File: src/rtl/lock_attempt_controller.sv
// lock_attempt_controller
//   Sequences strobe-qualified password attempts for the digital lock.
//   It counts consecutive failures. After MAX_TRIES failures it holds a timed
//   lockout. After a successful unlock it relocks automatically once the hold
//   time expires.
//   Optional feature macro: LOCK_PWD_CHANGE_EN. When it is defined, set_pwd in
//   UNLOCKED loads a new code. When it is not defined, the code is fixed at
//   CORRECT_PASSWORD.
// Ports
//   clk         : single clock, all logic on posedge
//   reset       : synchronous, active-high
//   submit      : one-cycle strobe, evaluate password this cycle
//   password    : 4-bit code from switches
//   try_again   : level, forces relock while UNLOCKED
//   set_pwd     : strobe, load password as the new code (feature build only)
//   led_output  : 1 = unlocked
//   lockout     : 1 = in LOCKOUT, attempts rejected
//   fail_count  : consecutive failed attempts, saturating at MAX_TRIES
//   attempt_ok  : one-cycle pulse for an accepted attempt
//   attempt_bad : one-cycle pulse for a failed or rejected attempt
module lock_attempt_controller #(
    parameter logic [3:0]  CORRECT_PASSWORD = 4'b1010,
    parameter int unsigned MAX_TRIES        = 3,
    parameter int unsigned LOCKOUT_CYCLES   = 16,
    parameter int unsigned UNLOCK_CYCLES    = 32,
    parameter int unsigned CNT_W            = 8
) (
    input  logic       clk,
    input  logic       reset,
    input  logic       submit,
    input  logic [3:0] password,
    input  logic       try_again,
    input  logic       set_pwd,
    output logic       led_output,
    output logic       lockout,
    output logic [2:0] fail_count,
    output logic       attempt_ok,
    output logic       attempt_bad
);

    localparam int unsigned FAIL_W = 3;
    localparam logic [CNT_W-1:0]  UNLOCK_LOAD  = CNT_W'(UNLOCK_CYCLES - 1);
    localparam logic [CNT_W-1:0]  LOCKOUT_LOAD = CNT_W'(LOCKOUT_CYCLES - 1);
    localparam logic [FAIL_W-1:0] MAX_FAIL     = FAIL_W'(MAX_TRIES);

    typedef enum logic [1:0] {
        ST_LOCKED   = 2'b00,
        ST_UNLOCKED = 2'b01,
        ST_LOCKOUT  = 2'b10
    } state_e;

    state_e            state_q, state_d;
    logic [CNT_W-1:0]  timer_q, timer_d;
    logic [FAIL_W-1:0] fail_q, fail_d;
    logic              led_q, led_d;
    logic              lockout_q, lockout_d;
    logic              ok_q, ok_d;
    logic              bad_q, bad_d;
    logic [FAIL_W-1:0] fail_inc;
    logic [3:0]        code;

`ifdef LOCK_PWD_CHANGE_EN
    logic [3:0] code_q, code_d;
    assign code = code_q;
`else
    logic unused_set_pwd;
    assign code           = CORRECT_PASSWORD;
    assign unused_set_pwd = set_pwd;
`endif

    // The failure counter saturates at MAX_TRIES and never wraps.
    assign fail_inc = (fail_q >= MAX_FAIL) ? MAX_FAIL : fail_q + FAIL_W'(1);

    // Register bank: state, timer, counters, code and registered outputs.
    always_ff @(posedge clk) begin
        if (reset) begin
            state_q   <= ST_LOCKED;
            timer_q   <= '0;
            fail_q    <= '0;
            led_q     <= 1'b0;
            lockout_q <= 1'b0;
            ok_q      <= 1'b0;
            bad_q     <= 1'b0;
`ifdef LOCK_PWD_CHANGE_EN
            code_q    <= CORRECT_PASSWORD;
`endif
        end else begin
            state_q   <= state_d;
            timer_q   <= timer_d;
            fail_q    <= fail_d;
            led_q     <= led_d;
            lockout_q <= lockout_d;
            ok_q      <= ok_d;
            bad_q     <= bad_d;
`ifdef LOCK_PWD_CHANGE_EN
            code_q    <= code_d;
`endif
        end
    end

    // Next-state logic, timer, counter and attempt pulses.
    always_comb begin
        state_d = state_q;
        timer_d = timer_q;
        fail_d  = fail_q;
        ok_d    = 1'b0;
        bad_d   = 1'b0;
`ifdef LOCK_PWD_CHANGE_EN
        code_d  = code_q;
`endif
        case (state_q)
            ST_LOCKED: begin
                // try_again has no effect here. Only submit is evaluated.
                if (submit) begin
                    if (password == code) begin
                        state_d = ST_UNLOCKED;
                        timer_d = UNLOCK_LOAD;
                        fail_d  = '0;
                        ok_d    = 1'b1;
                    end else begin
                        fail_d = fail_inc;
                        bad_d  = 1'b1;
                        if (fail_inc == MAX_FAIL) begin
                            state_d = ST_LOCKOUT;
                            timer_d = LOCKOUT_LOAD;
                        end
                    end
                end
            end
            ST_UNLOCKED: begin
                if (try_again) begin
                    state_d = ST_LOCKED;
`ifdef LOCK_PWD_CHANGE_EN
                end else if (set_pwd) begin
                    // set_pwd takes precedence over submit, so no attempt pulse is raised.
                    code_d  = password;
                    timer_d = UNLOCK_LOAD;
`endif
                end else if (submit) begin
                    if (password == code) begin
                        timer_d = UNLOCK_LOAD;
                        ok_d    = 1'b1;
                    end else begin
                        state_d = ST_LOCKED;
                        fail_d  = FAIL_W'(1);
                        bad_d   = 1'b1;
                    end
                end else if (timer_q == '0) begin
                    state_d = ST_LOCKED;
                end else begin
                    timer_d = timer_q - CNT_W'(1);
                end
            end
            ST_LOCKOUT: begin
                // Attempts are rejected here and do not disturb the timer.
                if (submit) begin
                    bad_d = 1'b1;
                end
                if (timer_q == '0) begin
                    state_d = ST_LOCKED;
                    fail_d  = '0;
                end else begin
                    timer_d = timer_q - CNT_W'(1);
                end
            end
            default: begin
                state_d = ST_LOCKED;
            end
        endcase
        led_d     = (state_d == ST_UNLOCKED);
        lockout_d = (state_d == ST_LOCKOUT);
    end

    assign led_output  = led_q;
    assign lockout     = lockout_q;
    assign fail_count  = fail_q;
    assign attempt_ok  = ok_q;
    assign attempt_bad = bad_q;

endmodule

File: config.mk
export PLATFORM = sky130hd
export DESIGN_NAME = lock_attempt_controller
export DESIGN_NICKNAME = d
export VERILOG_FILES = /design/src/rtl/lock_attempt_controller.sv
export SDC_FILE = /design/constraint.sdc
export NUM_CORES = 1
export LEC_CHECK = 0
export ABC_CLOCK_PERIOD_IN_PS = 1900
export BUFFER_PORTS_ARGS = -buffer_cell sky130_fd_sc_hd__buf_2
export CAP_MARGIN = 20
export CORE_UTILIZATION = 50
export CTS_CLUSTER_DIAMETER = 60
export DETAILED_ROUTE_END_ITERATION = 10
export PLACE_DENSITY = 0.82
export SYNTH_ARGS = -nofsm -noshare
export SYNTH_HDL_FRONTEND = slang
export SYNTH_SLANG_ARGS = --single-unit
File: constraint.sdc
create_clock -name clk -period 1.9 [get_ports clk]
set_input_delay 0.095 -clock clk [delete_from_list [all_inputs] [get_ports clk]]
set_output_delay 0.095 -clock clk [all_outputs]
set_load 0.02 [all_outputs]
==> flow_summary.ini <==
[run_status]
status = finished, final reports clean

[clock_network]
clock-root-buffer = clkbuf_4
cts_buffers = 3
path_clk_slew_ps = 100
tritoncts = yes
clkSinkCount = 17
clk_latency_ps = 300
clockBufferDepth = 2
h-tree-depth = 1

[floorplan]
std_cell_rows = 16
start_util_pct = 54.3
dieArea_um2 = 2360
num_io_pins = 16
die_w_um = 48.6
design.core.area_um2 = 2000
die_y_um = 48.6

[final_layout]
finish.utilization_pct = 65.8
nets = 176
area_growth_pct = 21.1
final_cells = 185
antennaDiodeCount = 0
finalInstanceArea_um2 = 1320
layout-drive-gt1-share_pct = 24.1

[global_route]
antenna_found_initial = 0
grt_max_degree = 16
grt_pass1_wl_mm = 4.50
grtUsageTotal_pct = 23.9
overflow = 0
grt_pass1_vias = 1088

[drt]
vias = 1134
drt_iter0_markers = 40
ant_nets = 0
wirelength_mm = 2.72
via_per_inst = 6.13
wl_per_cell_um = 14.7
dr.pass1.iters = 4
drc = 0

[synth]
yosys.area.top_type = dfxtp_1
yosysUniqueCellTypes = 39
yosys_warnings = 0
syn_inst = 137
ys_ff_latch = 17
synth_top_area_share_pct = 31.3
syn_area_um2 = 1090
synthTopCellsByArea = dfxtp_1 (31%), ha_1 (9.2%), o21ai_0 (6.9%), nor2_1 (5.5%), a21oi_1 (5.1%)
ys_seq_area_share_pct = 31.3
syn-num-nets = 154
syn_area_per_cell_um2 = 7.94

[critical_path]
crit_path_end_kind = flop
path_cells = inv_1 -> ha_2 -> or3b_1 -> a21o_1 -> o2111a_1 -> a311oi_2
crit_start = state_q[0]$_SDFF_PP0_
slowest_delay_ps = 360
reg2reg_slack_ps = 90
critPathRequiredTime_ps = 2120
reg2reg_depth = 6
critPathKind = reg2reg
critPathMaxFanout = 5
cp_slowest_cell = dfxtp_2
critPathCapture = timer_q[1]$_SDFFE_PP0P_
start_kind = flop
cp.arrival_ps = 2020
worstReg2RegEnd = timer_q[1]$_SDFFE_PP0P_
reg2reg_from = state_q[0]$_SDFF_PP0_

[power]
power_density_nw_per_um2 = 1110
ir_drop_v = 0.000696
power_mw = 1.47
leakage_nw = 0.532

[timing]
rsz0062_at_grt = yes
finalHoldViolCount = 0
finalCriticalPeriod_ps = 1810
worst_pin_slew_ps = 330
finalMaxSlewViolations = 0
setup_violations = 0
fmax_mhz = 554
fin_skew_ps = 7.21
post-route-period-util_pct = 95.1
relSlewSlack_pct = 77.8

[place]
placed_cells = 180
port_buffers = 14
place.gp.congestion = 0.810
dp_hpwl_mm = 1.86
dpl-instance-area_um2 = 1220

[flow_run]
maxCapViolations = 0

[worst_hold_path]
hp-class = in2reg
==> per-stage QoR <==
| stage | setup TNS [ps] | worst slack (ps) | hold slack [ps] |
|---|---|---|---|
| 2_1_floorplan | 0 | 185 | 167 |
| 3_3_place_gp | 0 | 100 | 413 |
| 3_5_place_dp | -11.3 | -11.3 | 412 |
| 4_1_cts | 0 | 37.6 | 101 |
| 5_1_grt | -144 | -108 | 121 |
| 6_report | 0 | 93.8 | 116 |
==> synthesized netlist by cell type <==
master,n
or3b_1,1
and4bb_2,1
xnor2_1,1
nand2_2,1
nor4_1,1
nor2b_1,2
a311oi_1,3
a311o_1,1
nand2b_1,4
buf_2,2
or3_1,1
nor4b_1,1
nor3_1,10
nand3_1,3
dfxtp_1,17
and2_1,2
o2111a_1,1
clkbuf_1,2
o2111ai_1,1
and3b_1,1
inv_1,7
a22oi_1,1
nand4b_1,1
a21o_1,1
nor2_1,16
or4_1,1
and3_1,2
nor4_4,1
ha_1,8
o21ai_0,15
a211o_1,1
nand4_1,1
a221oi_2,1
o211a_1,1
a21oi_1,11
o211ai_1,1
nor3b_1,2
nand2_1,8
o2bb2ai_1,2
==> worst max-delay path, delay by kind of cell (launching register included) <==
kind | cells | cell delay [ps]
AO/OA/AOI/OAI | 3 | 710
adder cells (fa/ha/maj) | 1 | 210
buffers and inverters | 1 | 90
flip-flops | 1 | 360
AND/OR/NAND/NOR | 1 | 350
==> state kept, by name, indices dropped and copies added (netlist names) <==
name         count
timer_q          8
lockout          1
state_q          2
fail_count       3
attempt_bad      1
attempt_ok       1
led_output       1
==> layout by cell type (no fill, tap or decap), drive strengths merged, types with 2 or more instances in the layout <==
cell type  instances
and2               2
clkbuf             4
and3               2
nor2              16
nand2              9
ha                 8
o2bb2ai            2
nand2b             4
a21oi             11
nor3              10
o2111a             2
inv                7
nor4               2
nor2b              2
o21ai             15
nor3b              2
a311oi             3
buf               20
nand3              3
dfxtp             17
==> cell families after synthesis <==
kind of cell    after synthesis  synth area share (%)
flops                        17                  31.3
xor+xnor                      1                 0.806
compound gates               40                  23.9
buf+inv                      11                  4.03
fa+ha+maj                     8                  9.21
simple gates                 60                  30.7
==> timing repair <==
| item | in CTS | in global routing |
|---|---|---|
| hold buffers | 0 | 0 |
| cloned | 0 | 1 |
| pin swaps | 0 | 2 |
| gates resized for setup | 1 | 13 |
| setup endpoints to repair | 2 | 12 |
| buffers inserted | 0 | 0 |
==> area by class of cell <==
type | count | area, um2
Multi-Input combinational cell | 110 | 772
Fill cell | 176 | 686
Sequential cell | 17 | 343
Timing Repair Buffer | 20 | 115
Tap cell | 27 | 33.8
Clock buffer | 4 | 26.3
Inverter | 7 | 26.3
==> layer usage <==
metal | track usage, % | vias to the layer above | wire, um
met2 | 42.4 | 34 | 1350
met1 | 28.6 | 543 | 1210
met5 | 0 | - | 0
met4 | 9.80 | 0 | 46
li1 | - | 552 | -
met3 | 3.46 | 5 | 116
==> power by group <==
group / switching [mW] / internal [mW] / leakage, nW
sequential: 0.0526 / 0.409 / 0.139
clock: 0.114 / 0.0818 / 0.0150
combinational: 0.475 / 0.334 / 0.378
==> worst min-delay path by stage <==
stage	start	endpoint	slack, ps	depth (start not counted)
floorplan	reset	fail_count[0]$_SDFFE_PP0P_	170	1
global placement	submit	attempt_bad$_SDFF_PP0_	410	2
detailed placement	submit	attempt_bad$_SDFF_PP0_	410	2
CTS	submit	attempt_bad$_SDFF_PP0_	100	2
global route	submit	attempt_bad$_SDFF_PP0_	120	2
finish	submit	attempt_bad$_SDFF_PP0_	120	2
(Power assumes the default switching activity.)
